===== src/rtl/pc_sequencer_pkg.sv =====
// Shared definitions for the program-counter sequencer and its users.
package pc_sequencer_pkg;

    // Default widths, shared with instruction memory and top-level instantiation
    localparam int unsigned PC_W_DEF  = 10;
    localparam int unsigned CNT_W_DEF = 16;
    localparam int unsigned OFF_W     = 8;

    typedef enum logic [1:0] {
        IDLE = 2'd0,
        RUN  = 2'd1,
        DONE = 2'd2
    } seq_state_t;

endpackage


===== src/rtl/pc_sequencer_pc_next.sv =====
// Combinational next-address calculator: pc+1 or pc+sign_extend(offset), modulo 2^PC_W.
module pc_next
    import pc_sequencer_pkg::*;
#(
    parameter int unsigned PC_W = PC_W_DEF
) (
    input  logic [PC_W-1:0]  pc,
    input  logic             jump_flag,
    input  logic [OFF_W-1:0] jump_offset,
    output logic [PC_W-1:0]  next_pc
);

    logic [PC_W-1:0] offset_ext;

    // Sign-extend the branch offset and add; the adder width gives the wrap for free
    always_comb begin
        offset_ext = {{(PC_W - OFF_W){jump_offset[OFF_W-1]}}, jump_offset};
        next_pc    = pc + (jump_flag ? offset_ext : PC_W'(1));
    end

endmodule


===== src/rtl/pc_sequencer.sv =====
// Program counter, run/halt FSM and saturating retired-instruction counter.
module pc_sequencer
    import pc_sequencer_pkg::*;
#(
    parameter int unsigned PC_W  = PC_W_DEF,
    parameter int unsigned CNT_W = CNT_W_DEF
) (
    input  logic             clk,
    input  logic             reset,
    input  logic             start,
    input  logic             halt,
    input  logic             stall,
    input  logic             jump_flag,
    input  logic [OFF_W-1:0] jump_offset,
    output logic [PC_W-1:0]  pc,
    output logic             running,
    output logic             done,
    output logic [CNT_W-1:0] instr_count
);

    seq_state_t       state;
    seq_state_t       state_next;
    logic [PC_W-1:0]  pc_d;
    logic [PC_W-1:0]  pc_step;
    logic [CNT_W-1:0] cnt_d;
    logic [CNT_W-1:0] cnt_inc;

    pc_next #(
        .PC_W(PC_W)
    ) u_pc_next (
        .pc          (pc),
        .jump_flag   (jump_flag),
        .jump_offset (jump_offset),
        .next_pc     (pc_step)
    );

    assign cnt_inc = (&instr_count) ? instr_count : instr_count + CNT_W'(1);
    assign running = (state == RUN);
    assign done    = (state == DONE);

    // State, PC and counter registers with synchronous reset
    always_ff @(posedge clk) begin
        if (reset) begin
            state       <= IDLE;
            pc          <= '0;
            instr_count <= '0;
        end else begin
            state       <= state_next;
            pc          <= pc_d;
            instr_count <= cnt_d;
        end
    end

    // Next-state, next-PC and next-count selection
    always_comb begin
        state_next = state;
        pc_d       = pc;
        cnt_d      = instr_count;
        unique case (state)
            IDLE: begin
                pc_d  = '0;
                cnt_d = '0;
                if (start) begin
                    state_next = RUN;
                end
            end
            RUN: begin
                if (!stall) begin
                    cnt_d = cnt_inc;
                    if (halt) begin
                        state_next = DONE;
                    end else begin
                        pc_d = pc_step;
                    end
                end
            end
            DONE: begin
                if (start) begin
                    state_next = RUN;
                    pc_d       = '0;
                    cnt_d      = '0;
                end
            end
            default: begin
                state_next = IDLE;
                pc_d       = '0;
                cnt_d      = '0;
            end
        endcase
    end

endmodule


===== config.mk =====
export PLATFORM = sky130hd
export DESIGN_NAME = pc_sequencer
export DESIGN_NICKNAME = d
export VERILOG_FILES = /design/src/rtl/pc_sequencer_pkg.sv /design/src/rtl/pc_sequencer_pc_next.sv /design/src/rtl/pc_sequencer.sv
export SDC_FILE = /design/constraint.sdc
export NUM_CORES = 1
export LEC_CHECK = 0
export BUFFER_PORTS_ARGS = -buffer_cell sky130_fd_sc_hd__buf_4
export CORE_MARGIN = 2
export CORE_UTILIZATION = 48
export DETAILED_ROUTE_END_ITERATION = 10
export PLACE_DENSITY = 0.75
export SLEW_MARGIN = 5
export SYNTH_ARGS = -nofsm -noshare
export SYNTH_HDL_FRONTEND = slang
export SYNTH_SLANG_ARGS = --single-unit

===== constraint.sdc =====
create_clock -name clk -period 2.1 [get_ports clk]
set_input_delay 0.42 -clock clk [delete_from_list [all_inputs] [get_ports clk]]
set_output_delay 0.42 -clock clk [all_outputs]
set_load 0.1 [all_outputs]

Word-level counts from Yosys, hierarchy flattened
Cells that the tools add are included.
{ "classes": {"bitwise_logic": 0, "n_eq_ne": 8, "mux": 13, "n_addsub": 2, "div": 0, "multipliers": 0, "reduce_logical": 6, "magnitude_cmp": 0, "shift": 0} }
{ "op_table": {"columns": ["op", "count"], "rows": [
  ["two-way mux 16 bit", 3],
  ["two-way mux 10 bit", 4],
  ["case mux 16 bit (2 select lines)", 1],
  ["case mux 10 bit (2 select lines)", 1],
  ["adder 16 x 1 -> 16 bit (second input constant)", 1],
  ["AND reduction 16 bit", 1],
  ["adder 10 bit", 1],
  ["inequality test 2 bit (second input constant)", 5],
  ["AND reduction 3 bit", 3],
  ["two-way mux 2 bit", 3],
  ["case mux 2 bit (2 select lines)", 1],
  ["equality test 2 x 1 -> 1 bit (second input constant)", 1],
  ["equality test 2 bit (second input constant)", 1],
  ["zero test 2 bit", 1],
  ["inequality test 2 x 1 -> 1 bit (second input constant)", 1],
  ["OR reduction 2 bit", 1]
]} }
{ "word_totals": {"mem_bits_rw": 0, "latch_bits": 0, "in_bits": 14, "regBits": 28, "mem_bits_ro": 0, "n_memories": 0} }

Depth between registers and ports, before layout
{ "depth": {"depth_word": 5, "depth_mapped": 10} }

Modules after synthesis
From an unflattened synthesis, not the netlist that was laid out.
{ "unflattened": {"hier_cells": 232, "area_unflattened_um2": 1880.6} }
{ "modules_own_cells": {"columns": ["mod", "cells_per_inst", "n_inst", "area_each_um2"], "rows": [
  ["pc_sequencer", 175, 1, 1431.4],
  ["pc_next", 57, 1, 449.2]
]} }

Least setup slack after synthesis
No wires, ideal clock.
{ "synth_timing": {"path_kind": "register -> register", "from": "register pc[0]", "to": "register pc[8]", "stages_incl_launch_ff": 9, "required_ns": 1.978, "arrival_time_ns": 2.575, "setup_slack_ns": -0.597, "cell_sequence": "dfxtp_1 ha_1 inv_1 fa_1 nor2b_1 o21ai_0 a21boi_0 o22ai_1 a221o_1"} }
{ "synth_between": {"elab_chain_cells": 4} }
{ "synth_rtl": {"columns": ["element", "line_no", "text"], "rows": [
  ["from (decl)", "pc_sequencer.sv:15", "output logic [PC_W-1:0] pc,"],
  ["from (signal assigned)", "pc_sequencer.sv:49", "pc <= pc_d;"],
  ["adder 10 bit", "pc_sequencer_pc_next.sv:18", "next_pc = pc + (jump_flag ? offset_ext : PC_W'(1));"],
  ["two-way mux 10 bit", "pc_sequencer.sv:70", "if (halt) begin"],
  ["two-way mux 10 bit", "pc_sequencer.sv:68", "if (!stall) begin"],
  ["case mux 10 bit (2 select lines)", "pc_sequencer.sv:59", "unique case (state)"]
]} }
No other way between the ends. The select of a mux whose other input is x is not followed.
A chain may end at the register's enable or synchronous reset.

Final worst setup path
{ "layout_timing": {"from": "input jump_flag", "to": "register pc[9]"} }
{ "layout_between": {"elab_chain_cells": 5} }
{ "layout_rtl": {"columns": ["element", "line_no", "text"], "rows": [
  ["from (decl)", "pc_sequencer.sv:13", "input logic jump_flag,"],
  ["two-way mux 10 bit", "pc_sequencer_pc_next.sv:18", null],
  ["adder 10 bit", "pc_sequencer_pc_next.sv:18", null],
  ["two-way mux 10 bit", "pc_sequencer.sv:70", null],
  ["two-way mux 10 bit", "pc_sequencer.sv:68", null],
  ["case mux 10 bit (2 select lines)", "pc_sequencer.sv:59", null]
]} }
No other way between the ends. The select of a mux whose other input is x is not followed.

==> impl_metrics.yaml <==
outcome:
  status: "finished, final reports clean"
synth:
  syn_area_sq_um: 1710
  ys_ff_latch: 28
  synth_commonest_cells: "28 x dfxtp_1, 26 x nor2_1, 10 x a21oi_1, 10 x ha_1, 10 x nand2_1"
  synth_nets: 227
  yosys.area.top_type_share_pct: 32.7
  ys_types: 50
  synth_most_common_cell: "dfxtp_1"
  async_flop_share_pct: 0
  synth_edf_count: 0
  yosysTopAreaCell: "dfxtp_1"
  yosys-top-cells-area: "dfxtp_1 33%, ha_1 7.3%, nor2_1 5.7%"
  synthCells: 202
  synth_warnings: 0
  synth_ff_type: "dfxtp_1"
  avgSynthCellArea_sq_um: 8.48
  ys_seq_area_share_pct: 32.7
worst_setup_path:
  arrival_ns: 2.22
  cpMaxStageDelayCell: "a311o_1"
  crit_path_max_incr_delay_ns: 0.41
  r2r_start: "pc[0]$_SDFFE_PP0P_"
  startpoint_type: "input pin"
  crit_fanout: 5
  r2r-end: "pc[8]$_SDFFE_PP0P_"
  rr_worst_depth: 9
  worst-r2r-setup-slack_ns: 0.19
  worstPathRequired_ns: 2.40
  crit_chain: "buf_4 -> buf_4 -> nand2_1 -> inv_1 -> ha_1 -> a21oi_1 -> nor2b_1 -> a311o_1 -> o2bb2ai_1 -> a211o_1 -> nand4_1"
  cp-end-kind: "register"
  worstSetupStartpoint: "jump_flag"
  path_common_cell: "buf_4"
  path_class: "in -> reg"
die:
  start_util_pct: 50.5
  die_area_sq_um: 4060
  die_y_microns: 63.7
  num_rows: 21
  io_pins: 42
  core_sq_um: 3390
  die_w_microns: 63.7
sta:
  worst_pin_slew_ns: 0.893
  skew_ns: 0.00875
  min_period_ns: 1.93
  relSlewSlack_pct: 40.3
  setup_viol_count_final: 0
  max_freq_mhz: 519
  rsz0062_at_grt: "no"
  setup_ws_ns: 0.172
  fin_crit_sh_pct: 91.8
  hold_violations: 0
  maxSlewViolCount: 0
place:
  gp_congestion: 0.871
  dp_worst_setup_slack_ns: -0.191
  dp.cells: 300
  port_buffers: 41
  hpwl_microns: 2890
power_and_ir_drop:
  p_comb_share_pct: 18.0
  power_switching_mw: 0.281
  leakage_nw: 0.972
  ir_drop_uv: 383
  power_mw: 0.990
  p_seq_share_pct: 54.7
  p_clk_share_pct: 27.3
  switching_share_pct: 28.4
  p_int_mw: 0.709
  powerDensity_nw_per_um2: 437
routing:
  drc: 0
  routed_via_density: 5.38
  wl_per_cell_microns: 12.3
  totalWireLength_microns: 3750
  ant_nets: 0
  drt_iter0_drc: 103
  vias: 1634
  first_pass_iters: 4
min_path:
  hp-class: "in -> reg"
  min-delay-start: "start"
  hold_depth: 3
  holdPathEnd: "state[0]$_SDFFE_PP0P_"
global_route:
  track_usage_pct: 19.6
  grt_pass1_wl_microns: 6470
  grt_pass1_vias: 1447
  overflow: 0
  grt_max_degree: 18
  antenna_found_initial: 0
clock_network:
  cts_sinks: 28
  numCtsBuffers: 3
  clk_latency_ns: 0.34
  cts_max_level: 1
  path_clk_slew_ns: 0.15
  tritoncts: "done"
  cts_setup_buffers: 0
  cts-root-buf: "clkbuf_4"
  clockBufferDepth: 2
finish:
  antenna_cells: 0
  layout-drive-gt1-share_pct: 37.2
  final_nets: 284
  instances_no_fill: 304
  area_growth_pct: 32.3
  post-route-util_pct: 66.9
job:
  maxCapViolCount: 0
-- what timing repair did --
action,CTS,global route
hold buffers,0,0
setup endpoints to repair,0,3
resized for setup,0,7
-- placed cells by master (no fill, tap or decap), types with 4 or more instances in the layout --
cell type,instances
xor2_1,7
xnor2_1,4
and2_1,6
a31oi_1,6
nand2_1,10
ha_1,10
nand3_1,5
inv_1,7
nor2_1,26
dfxtp_1,6
nand2b_1,4
a21oi_1,10
buf_4,57
nand4_1,6
a22oi_1,4
dfxtp_2,20
nor2b_1,5
o21ai_0,4
or3_1,5
-- metal layers --
metal	track usage [%]	share of wire [%]	vias to the layer above
met3	3.70	3.8	6
met4	4.89	1.3	0
met1	27.6	48	750
li1	-	-	848
met2	31.1	47	30
met5	0	0	-
-- cells by family after synthesis --
logic type	Yosys count	share of synthesized area, %
AOI/OAI and AO/OA	45	18.3
buffers and inverters	13	3.36
DFF	28	32.7
and+or+nand+nor	92	30.4
xor gates and xnor gates	11	5.62
muxes	2	1.17
adders and majority gates	11	8.47
-- flip-flops by register name (all words and copies together), names as in the netlist --
name and flops:
instr_count 16, pc 10, state 2
-- power by group through the flow --
stage | Clock [mW] | Combinational (mW) | Sequential [mW]
floorplan | 0 | 0.0884 | 0.581
global placement | 0 | 0.176 | 0.554
detailed placement | 0 | 0.176 | 0.554
CTS | 0.282 | 0.177 | 0.542
global route | 0.293 | 0.193 | 0.544
finish | 0.270 | 0.178 | 0.542
-- stage by stage --
step | area, sq um | setup TNS (ns) | hold WS (ns)
after global routing | 2270 | 0 | 0.345
final | 2270 | 0 | 0.353
after detailed placement | 2210 | -0.930 | 0.475
after floorplan | 1750 | -0.196 | 0.569
after CTS | 2240 | 0 | 0.342
after global placement | 2210 | -0.745 | 0.477
-- area by class of cell --
cell class              count  area (sq um)
multi-input cells         161          1120
repair buffers             57           428
fillers                   302          1120
clock buffers               4          36.3
inverters                   8          32.5
flip-flops and latches     28           593
well taps                  46          57.6
-- worst max-delay path: cells and delay by family --
kind	cells	cell delay [ns]
AO/OA/AOI/OAI	4	0.99
adder cells (fa/ha/maj)	1	0.26
buffers and inverters	3	0.29
AND/OR/NAND/NOR	3	0.24
-- worst max-delay path by stage --
| stage | slack, ns | endpoint | cells past startpoint |
|---|---|---|---|
| floorplan | -0.19 | pc[8]$_SDFFE_PP0P_ | 6 |
| global placement | -0.18 | pc[9]$_SDFFE_PP0P_ | 11 |
| detailed placement | -0.19 | pc[8]$_SDFFE_PP0P_ | 10 |
| CTS | 0.06 | pc[8]$_SDFFE_PP0P_ | 8 |
| global route | 0.01 | pc[8]$_SDFFE_PP0P_ | 9 |
| finish | 0.17 | pc[9]$_SDFFE_PP0P_ | 11 |
No activity file was read; power rests on OpenSTA's default activity.
